<file path="config.mk">
export PLATFORM = sky130hd
export DESIGN_NAME = fp4_dot_mac
export DESIGN_NICKNAME = d
export VERILOG_FILES = /design/src/rtl/fp4_pkg.sv /design/src/rtl/fp4_lane_mul.sv /design/src/rtl/fp4_dot_mac.sv
export SDC_FILE = /design/constraint.sdc
export NUM_CORES = 1
export LEC_CHECK = 0
export CAP_MARGIN = 40
export CORE_MARGIN = 4
export CORE_UTILIZATION = 50
export CTS_CLUSTER_DIAMETER = 50
export DETAILED_ROUTE_END_ITERATION = 16
export DONT_BUFFER_PORTS = 1
export PLACE_DENSITY = 0.63
export SYNTH_ARGS = -nofsm -noshare
export SYNTH_HDL_FRONTEND = slang
export SYNTH_SLANG_ARGS = --single-unit
export TNS_END_PERCENT = 50
</file>
<file path="constraint.sdc">
create_clock -name i_clk -period 5.1 [get_ports i_clk]
set_input_delay 0.51 -clock i_clk [delete_from_list [all_inputs] [get_ports i_clk]]
set_output_delay 0.51 -clock i_clk [all_outputs]
set_load 0.005 [all_outputs]
</file>
<file path="src/rtl/fp4_pkg.sv">
// fp4_pkg: shared types and helpers for the FP4 (E2M1) dot-product MAC.
//   fp4_t      - packed FP4 operand {sign, exp[1:0], man}
//   fp4_mag()  - unsigned magnitude in half units (value x2), 0..12
//   sat_add()  - signed add with clamp to a given two's-complement width
package fp4_pkg;

  typedef struct packed {
    logic       sign;
    logic [1:0] exp;
    logic       man;
  } fp4_t;

  // Signed lane product width: |qa*qb| <= 144 needs 8 magnitude bits plus sign.
  localparam int unsigned FP4_PROD_W = 9;

  typedef struct packed {
    logic               clamp;
    logic signed [31:0] val;
  } sat_res_t;

  // Magnitude x2 so the subnormal 0.5 stays an integer; products land in quarters.
  function automatic logic [3:0] fp4_mag(input fp4_t x);
    logic [3:0] q;
    case (x.exp)
      2'd0:    q = {3'b000, x.man};
      2'd1:    q = x.man ? 4'd3 : 4'd2;
      2'd2:    q = x.man ? 4'd6 : 4'd4;
      default: q = x.man ? 4'd12 : 4'd8;
    endcase
    return q;
  endfunction

  // Adds two sign-extended operands and clamps into [-2^(width-1), 2^(width-1)-1].
  function automatic sat_res_t sat_add(input logic signed [31:0] a,
                                       input logic signed [31:0] b,
                                       input int unsigned        width);
    logic signed [32:0] sum;
    logic signed [32:0] hi;
    logic signed [32:0] lo;
    sat_res_t           r;
    sum = {a[31], a} + {b[31], b};
    hi  = (33'sd1 <<< (width - 1)) - 33'sd1;
    lo  = -(33'sd1 <<< (width - 1));
    r.clamp = 1'b1;
    if (sum > hi) begin
      r.val = hi[31:0];
    end else if (sum < lo) begin
      r.val = lo[31:0];
    end else begin
      r.clamp = 1'b0;
      r.val   = sum[31:0];
    end
    return r;
  endfunction

endpackage

</file>
<file path="src/rtl/fp4_lane_mul.sv">
// fp4_lane_mul: one FP4 lane, combinational decode and exact signed product.
//   a_i, b_i : FP4 operands {sign, exp[1:0], man}
//   prod_o   : signed product in quarter units (-144..144)
module fp4_lane_mul
  import fp4_pkg::*;
(
  input  logic [3:0]                   a_i,
  input  logic [3:0]                   b_i,
  output logic signed [FP4_PROD_W-1:0] prod_o
);

  fp4_t       a;
  fp4_t       b;
  logic [7:0] mag;

  always_comb begin
    a   = fp4_t'(a_i);
    b   = fp4_t'(b_i);
    mag = {4'b0000, fp4_mag(a)} * {4'b0000, fp4_mag(b)};
    // Negative zero has magnitude 0, so negating it still yields 0.
    if (a.sign ^ b.sign) begin
      prod_o = -$signed({1'b0, mag});
    end else begin
      prod_o = $signed({1'b0, mag});
    end
  end

endmodule

</file>
<file path="src/rtl/fp4_dot_mac.sv">
// fp4_dot_mac: LANES-wide FP4 multiply-accumulate with saturating vector result.
//   i_valid/o_ready/i_a/i_b/i_last : operand beat handshake, LANES FP4 pairs per beat
//   o_valid/i_ready/o_result/o_sat : one result per vector (i_last), quarter units
// Pipeline: accept register -> S1 lane products -> S2 lane sum -> S3 accumulate.
// Every stage advances together and freezes while a result is refused downstream.
module fp4_dot_mac
  import fp4_pkg::*;
#(
  parameter int unsigned LANES = 4,
  parameter int unsigned ACC_W = 16
) (
  input  logic                    i_clk,
  input  logic                    i_rst_n,
  input  logic                    i_valid,
  output logic                    o_ready,
  input  logic [4*LANES-1:0]      i_a,
  input  logic [4*LANES-1:0]      i_b,
  input  logic                    i_last,
  output logic                    o_valid,
  input  logic                    i_ready,
  output logic signed [ACC_W-1:0] o_result,
  output logic                    o_sat
);

  localparam int unsigned SUM_W = FP4_PROD_W + $clog2(LANES);

  logic advance;

  logic                  in_valid_q, in_valid_d, in_last_q, in_last_d;
  logic [4*LANES-1:0]    in_a_q, in_a_d, in_b_q, in_b_d;
  logic [LANES*FP4_PROD_W-1:0] lane_prod;
  logic                  s1_valid_q, s1_valid_d, s1_last_q, s1_last_d;
  logic [LANES*FP4_PROD_W-1:0] s1_prod_q, s1_prod_d;
  logic                  s2_valid_q, s2_valid_d, s2_last_q, s2_last_d;
  logic signed [SUM_W-1:0] s2_sum_q, s2_sum_d, lane_sum;
  logic signed [ACC_W-1:0] acc_q, acc_d, result_q, result_d, acc_next;
  logic                  sticky_q, sticky_d, out_valid_q, out_valid_d, out_sat_q, out_sat_d;
  sat_res_t              acc_res;

  assign advance  = !(out_valid_q && !i_ready);
  assign o_ready  = advance;
  assign o_valid  = out_valid_q;
  assign o_result = result_q;
  assign o_sat    = out_sat_q;

  for (genvar k = 0; k < LANES; k++) begin : g_lane
    fp4_lane_mul u_lane_mul (
      .a_i   (in_a_q[4*k +: 4]),
      .b_i   (in_b_q[4*k +: 4]),
      .prod_o(lane_prod[k*FP4_PROD_W +: FP4_PROD_W])
    );
  end

  always_comb begin
    lane_sum = '0;
    for (int unsigned k = 0; k < LANES; k++) begin
      lane_sum = lane_sum + SUM_W'($signed(s1_prod_q[k*FP4_PROD_W +: FP4_PROD_W]));
    end
  end

  always_comb begin
    acc_res  = sat_add(32'(acc_q), 32'(s2_sum_q), ACC_W);
    acc_next = acc_res.val[ACC_W-1:0];
  end

  // Front stages: capture on advance, hold otherwise.
  always_comb begin
    in_valid_d = in_valid_q;
    in_last_d  = in_last_q;
    in_a_d     = in_a_q;
    in_b_d     = in_b_q;
    s1_valid_d = s1_valid_q;
    s1_last_d  = s1_last_q;
    s1_prod_d  = s1_prod_q;
    s2_valid_d = s2_valid_q;
    s2_last_d  = s2_last_q;
    s2_sum_d   = s2_sum_q;
    if (advance) begin
      in_valid_d = i_valid;
      in_last_d  = i_last;
      in_a_d     = i_a;
      in_b_d     = i_b;
      s1_valid_d = in_valid_q;
      s1_last_d  = in_last_q;
      s1_prod_d  = lane_prod;
      s2_valid_d = s1_valid_q;
      s2_last_d  = s1_last_q;
      s2_sum_d   = lane_sum;
    end
  end

  // Accumulator and result register.
  always_comb begin
    acc_d       = acc_q;
    sticky_d    = sticky_q;
    out_valid_d = out_valid_q;
    result_d    = result_q;
    out_sat_d   = out_sat_q;
    if (advance) begin
      // Not stalled, so any pending result is being taken this cycle.
      if (out_valid_q && i_ready) begin
        out_valid_d = 1'b0;
      end
      if (s2_valid_q) begin
        if (s2_last_q) begin
          // Loading a new result overrides the clear above: no bubble.
          out_valid_d = 1'b1;
          result_d    = acc_next;
          out_sat_d   = sticky_q | acc_res.clamp;
          acc_d       = '0;
          sticky_d    = 1'b0;
        end else begin
          acc_d    = acc_next;
          sticky_d = sticky_q | acc_res.clamp;
        end
      end
    end
  end

  always_ff @(posedge i_clk or negedge i_rst_n) begin
    if (!i_rst_n) begin
      in_valid_q  <= 1'b0;
      in_last_q   <= 1'b0;
      in_a_q      <= '0;
      in_b_q      <= '0;
      s1_valid_q  <= 1'b0;
      s1_last_q   <= 1'b0;
      s1_prod_q   <= '0;
      s2_valid_q  <= 1'b0;
      s2_last_q   <= 1'b0;
      s2_sum_q    <= '0;
      acc_q       <= '0;
      sticky_q    <= 1'b0;
      out_valid_q <= 1'b0;
      result_q    <= '0;
      out_sat_q   <= 1'b0;
    end else begin
      in_valid_q  <= in_valid_d;
      in_last_q   <= in_last_d;
      in_a_q      <= in_a_d;
      in_b_q      <= in_b_d;
      s1_valid_q  <= s1_valid_d;
      s1_last_q   <= s1_last_d;
      s1_prod_q   <= s1_prod_d;
      s2_valid_q  <= s2_valid_d;
      s2_last_q   <= s2_last_d;
      s2_sum_q    <= s2_sum_d;
      acc_q       <= acc_d;
      sticky_q    <= sticky_d;
      out_valid_q <= out_valid_d;
      result_q    <= result_d;
      out_sat_q   <= out_sat_d;
    end
  end

endmodule

</file>
# Word level (Yosys, flattened, before mapping)

Index checks and enable logic that the tools add are counted.

Logic and storage cells: 110
Flip-flop bits (word level): 120
Output and inout bits: 19
Input port bits: 37

Bitwise operators: 6
Reduce and logical (&&, ||, !) cells: 14
Add/subtract/negate cells: 8
Order comparisons: 2
Eq/ne operators: 16
$mul: 4
Muxes and demuxes: 45

Operators by type and width:

| operator               | count |
|---|---|
| $pmux W4 S3            | 8 |
| $mux W16               | 3 |
| $mux W9                | 4 |
| $neg A8 Y9             | 4 |
| $mul A4 B4 Y8          | 4 |
| $mux W3                | 8 |
| $add A16 B11 Y17       | 1 |
| $gt A17 B16 Y1 const B | 1 |
| $lt A17 B16 Y1 const B | 1 |
| $eq A2 B1 Y1 const B   | 8 |
| $eq A2 B2 Y1 const B   | 8 |
| $logic_not A2 Y1       | 8 |
| $mux W2                | 8 |
| $mux W1                | 14 |
| $add A10 B9 Y11        | 1 |
| $add A11 B9 Y11        | 1 |
| $add A9 B9 Y10         | 1 |
| $xor A1 B1 Y1          | 4 |
| $reduce_and A3 Y1      | 1 |
| $logic_and A1 B1 Y1    | 2 |
| $logic_not A1 Y1       | 2 |
| $reduce_and A2 Y1      | 1 |
| $not A1 Y1             | 1 |
| $or A1 B1 Y1           | 1 |

# Depth between registers and ports, before layout

Depth in word-level cells: 6
Depth in mapped cells: 15
Mapped depth without buffers: 15

# Modules after synthesis

Synthesis repeated with hierarchy kept, for this count alone.

Cells, all modules: 1012
Area, all modules: 8869.8 um2

By module, submodules not included:

| module                                   | area each (um2) | times used | cells an instance |
|---|---|---|---|
| fp4_dot_mac                              | 6145.9          | 1          | 651 |
| fp4_lane_mul at g_lane[1].u_lane_mul ... | 686.9           | 3          | 91 |
| fp4_lane_mul at g_lane[0].u_lane_mul     | 663.1           | 1          | 88 |

# Worst setup path after synthesis

Ideal clock, no wire load.

Kind: register -> register
Start point: register in_a_q[1]
End point: register s1_prod_q[8]
Slack: 1147 ps
Setup time: 138 ps
Stages on the path, launching flop included: 16
Clock period less this slack: 3953 ps
Data arrival time: 3815 ps
Buffers on the path: 0
Cell sequence: dfrtp_1 -> inv_1 -> mux2_2 -> or2_2 -> fa_1 -> inv_1 -> fa_1 -> inv_1 -> fa_1 -> inv_1 -> a21o_1 -> a21oi_1 -> xnor2_1 -> or4_1 -> o21ai_0 -> a21oi_1

Word-level cells in the longest chain between the ends: 5
Elaborated cells between the ends (all ways): 7

Ends and longest elaborated chain:

| item                                       | line               | RTL |
|---|---|---|
| start, declared                            | fp4_dot_mac.sv:30  | `logic [4*LANES-1:0] in_a_q, in_a_d, in_b_q, in_b_d;` |
| start signal, assigned                     | fp4_dot_mac.sv:140 | `in_a_q <= in_a_d;` |
| $eq A2 B2 Y1, or another cell as far along | fp4_pkg.sv:24      | `case (x.exp)` |
| $pmux W4 S3 *                              | fp4_pkg.sv:24      |  |
| $mul A4 B4 Y8 *                            | fp4_lane_mul.sv:19 | `mag = {4'b0000, fp4_mag(a)} * {4'b0000, fp4_mag(b)};` |
| $neg A8 Y9 *                               | fp4_lane_mul.sv:22 | `prod_o = -$signed({1'b0, mag});` |
| $mux W9 *                                  | fp4_lane_mul.sv:21 | `if (a.sign ^ b.sign) begin` |
| end signal, assigned                       | fp4_dot_mac.sv:144 | `s1_prod_q <= s1_prod_d;` |
| end, declared                              | fp4_dot_mac.sv:33  | `logic [LANES*FP4_PROD_W-1:0] s1_prod_q, s1_prod_d;` |

Every way passes the cells marked *; elsewhere a longest branch is shown, timed or not.
A chain may end at the register's enable or synchronous reset.

# Final worst setup path

Start point: register in_a_q[9]
End point: register s1_prod_q[26]

Same word-level chain as after synthesis.

==> run_results.csv <==
group,metric,value,unit
synthesis,synth_compound_area_frac,0.1297,
timing,fin_setup_tns,0,ps
timing,fin_crit,4172,ps
timing,max-slew-margin-rel,0.4711,
synthesis,synthMuxAreaShare,0.02875,
critical_path,crit_path_end_kind,"flip-flop",
critical_path,cp.arrival,4430,ps
synthesis,synth_xor_area_frac,0.07523,
drt,drcViolationCount,0,
critical_path,path_class,"reg2reg",
place,portBuffers,0,
synthesis,synth_top_family_by_area,"adder cells",
global_route,grt_pass1_vias,6216,
synthesis,synth_cells,943,
critical_path,worstSetupStartpointType,"flip-flop",
status,status,"finished clean",
synthesis,synth_cell_types,43,
synthesis,synth_seq_area_share,0.3485,
timing,skew,8.966,ps
critical_path,required,5350,ps
global_route,grt_max_degree,121,
global_route,grt_use_total,0.1831,
clocking,post_cts_buffers,0,
global_route,antenna_found_initial,0,
final_layout,layout_commonest_cell,"nand2_1",
final_layout,drive_above_1_share,0.09139,
timing,tightest_slew,790.5,ps
timing,fmax,239.7,MHz
final_layout,finalNetCount,1090,
floorplan,fp-row-count,47,
timing,hold_ws,12.02,ps
timing,hold_violations,0,
place,dp_cells,1139,
timing,fin_crit_sh,0.8180,
drt,detail_route.wl_per_cell,14.33,um
final_layout,final_cell_mix,"nand2_1 (165), dfrtp_1 (120), nor2_1 (106)",
floorplan,core_area,16760,sq um
final_layout,finalNonFillerCells,1172,
floorplan,die_w,139.3,um
timing,setup_viol,0,
synthesis,synth_adder_area_share,0.2158,
clocking,cts.clk_slew.worst_paths,60,ps
place,place_hpwl,12290,um
floorplan,design.die.area,19400,sq um
floorplan,die_height,139.3,um
drt,ant_nets,0,
clocking,cts_tree,"built",
drt,drt_pass1_iterations,5,
drt,wl,16800,um
synthesis,syn_nets,1094,
clocking,root_buffer,"clkbuf_16",
synthesis,synth.avg_cell_area,9.137,sq um
clocking,clock_latency,420,ps
flow_run,max_cap_violations,0,
global_route,grt_overflow,0,
clocking,h-tree-depth,4,
floorplan,start_util,0.5141,
synthesis,ys_ff_latch,120,
worst_hold_path,hold_path_class,"in2async",
clocking,cts.sink_count,120,
place,routabilityCongestion,0.8492,
final_layout,areaGrowthSynthToFinish,9.962,%
global_route,grt_pass1_wl,29410,um
final_layout,num_antenna_cells,0,
clocking,cts_buffers,17,
synthesis,synth_warnings,0,
clocking,clk_path_buf_depth,2,
synthesis,synth-simple-area-share,0.1641,
drt,drt_iter0_markers,240,
critical_path,cp_max_fo,4,
timing,rsz0062_at_grt,"no",
synthesis,mappedNetlistArea,8616,sq um
drt,viasPerCell,5.262,
floorplan,io_pins,56,
drt,vias,6167,
timing,maxSlewViolCount,0,
-- metal layers --
metal	track usage	part of all wire	vias up
met3	0.03602	0.028	13
met4	0.04428	0.0092	0
met2	0.3201	0.50	79
li1	-	-	3154
met5	0	0	-
met1	0.2350	0.46	2921
-- worst max-delay path, stage by stage, from the launching register on --
cell and delay [ps]:
dfrtp_1 370, inv_1 90, mux2_2 380, or2_2 330
fa_1 510, inv_1 50, fa_1 560, inv_1 70
fa_1 490, inv_1 80, a21o_1 110, a21oi_1 70
xnor2_1 160, or4_1 510, o21ai_0 150, a21oi_1 80
-- kinds of logic (layout without fill, tap and decap cells) --
family,Yosys count,count (layout)
flip-flops,120,120
XOR/XNOR,74,74
adder cells (fa/ha/maj),129,129
buffers and inverters,83,92
AND/OR/NAND/NOR,333,333
multiplexers,19,19
AO/OA/AOI/OAI,185,185
-- cell usage after synthesis (all sizes together) --
cell type	number	area, sq um
or4	4	30.03
o21bai	5	37.54
nor2b	4	25.02
ha	78	975.9
dfrtp	120	3003
nand4	3	18.77
a21boi	2	15.01
o21ai	54	270.3
nand3	8	40.04
or2	16	100.1
nand2	165	619.3
a21bo	1	10.01
buf	2	22.52
a22o	10	87.58
mux2	19	247.7
a221oi	2	17.52
and2	2	12.51
a21oi	65	344.1
a211oi	7	52.55
maj3	15	162.7
fa	36	720.7
a31oi	7	43.79
nand3b	4	30.03
o22ai	1	6.260
a21o	15	112.6
and3	3	18.77
o21a	1	7.510
or3b	1	8.760
xor2	33	289.0
nor3b	4	30.03
o31ai	11	82.58
nor3	1	5.000
clkbuf	25	93.84
nand2b	11	68.82
o211ai	4	30.03
inv	56	210.2
and4	1	8.760
xnor2	41	359.1
nor2	106	397.9
-- cell type report --
type                       instances  area, sq um
inverter                          56        212.7
clock inverter                    12        172.7
sequential                       120         3003
timing repair buffer               4        50.05
tap                              220        275.3
clock buffer                      20        466.7
fill                            1495         7286
multi-input combinational        740         5294
-- through the flow --
stage	utilization	worst slack (ps)	instance area, sq um
after floorplan	-	1147	8616
after global placement	0.5255	1034	8807
after detailed placement	0.5255	941.9	8807
after CTS	0.5653	913.3	9474
after global routing	0.5653	686.8	9474
final	0.5653	928.3	9474
-- worst paths after layout --
path / to / cells past startpoint / startpoint / slack (ps)
setup / recovery: s1_prod_q[26] / 15 / in_a_q[9] / 930
hold / removal: acc_q[6] / 1 / i_rst_n / 10
setup reg to reg: s1_prod_q[26] / 15 / in_a_q[9] / 930
hold reg to reg: in_last_q / 2 / in_last_q / 470
max in group asynchronous: s1_prod_q[26] / 1 / i_rst_n / 4590
min in group i_clk: in_b_q[3] / 2 / i_b[3] / 200
-- registers in the layout (all words and copies together) (netlist names), 11 cells and up --
name / cells
o_result: 16
in_a_q: 16
s2_sum_q: 11
acc_q: 16
s1_prod_q: 36
in_b_q: 16
-- timing repair --
action	in CTS	in global routing
endpoints found under the hold margin	120	0
resized for setup	0	0
endpoints found under the setup margin	0	0
hold buffers	1	0
Power is not shown: default switching activity piles up to over one toggle a cycle in this logic, so the estimate is an artifact.
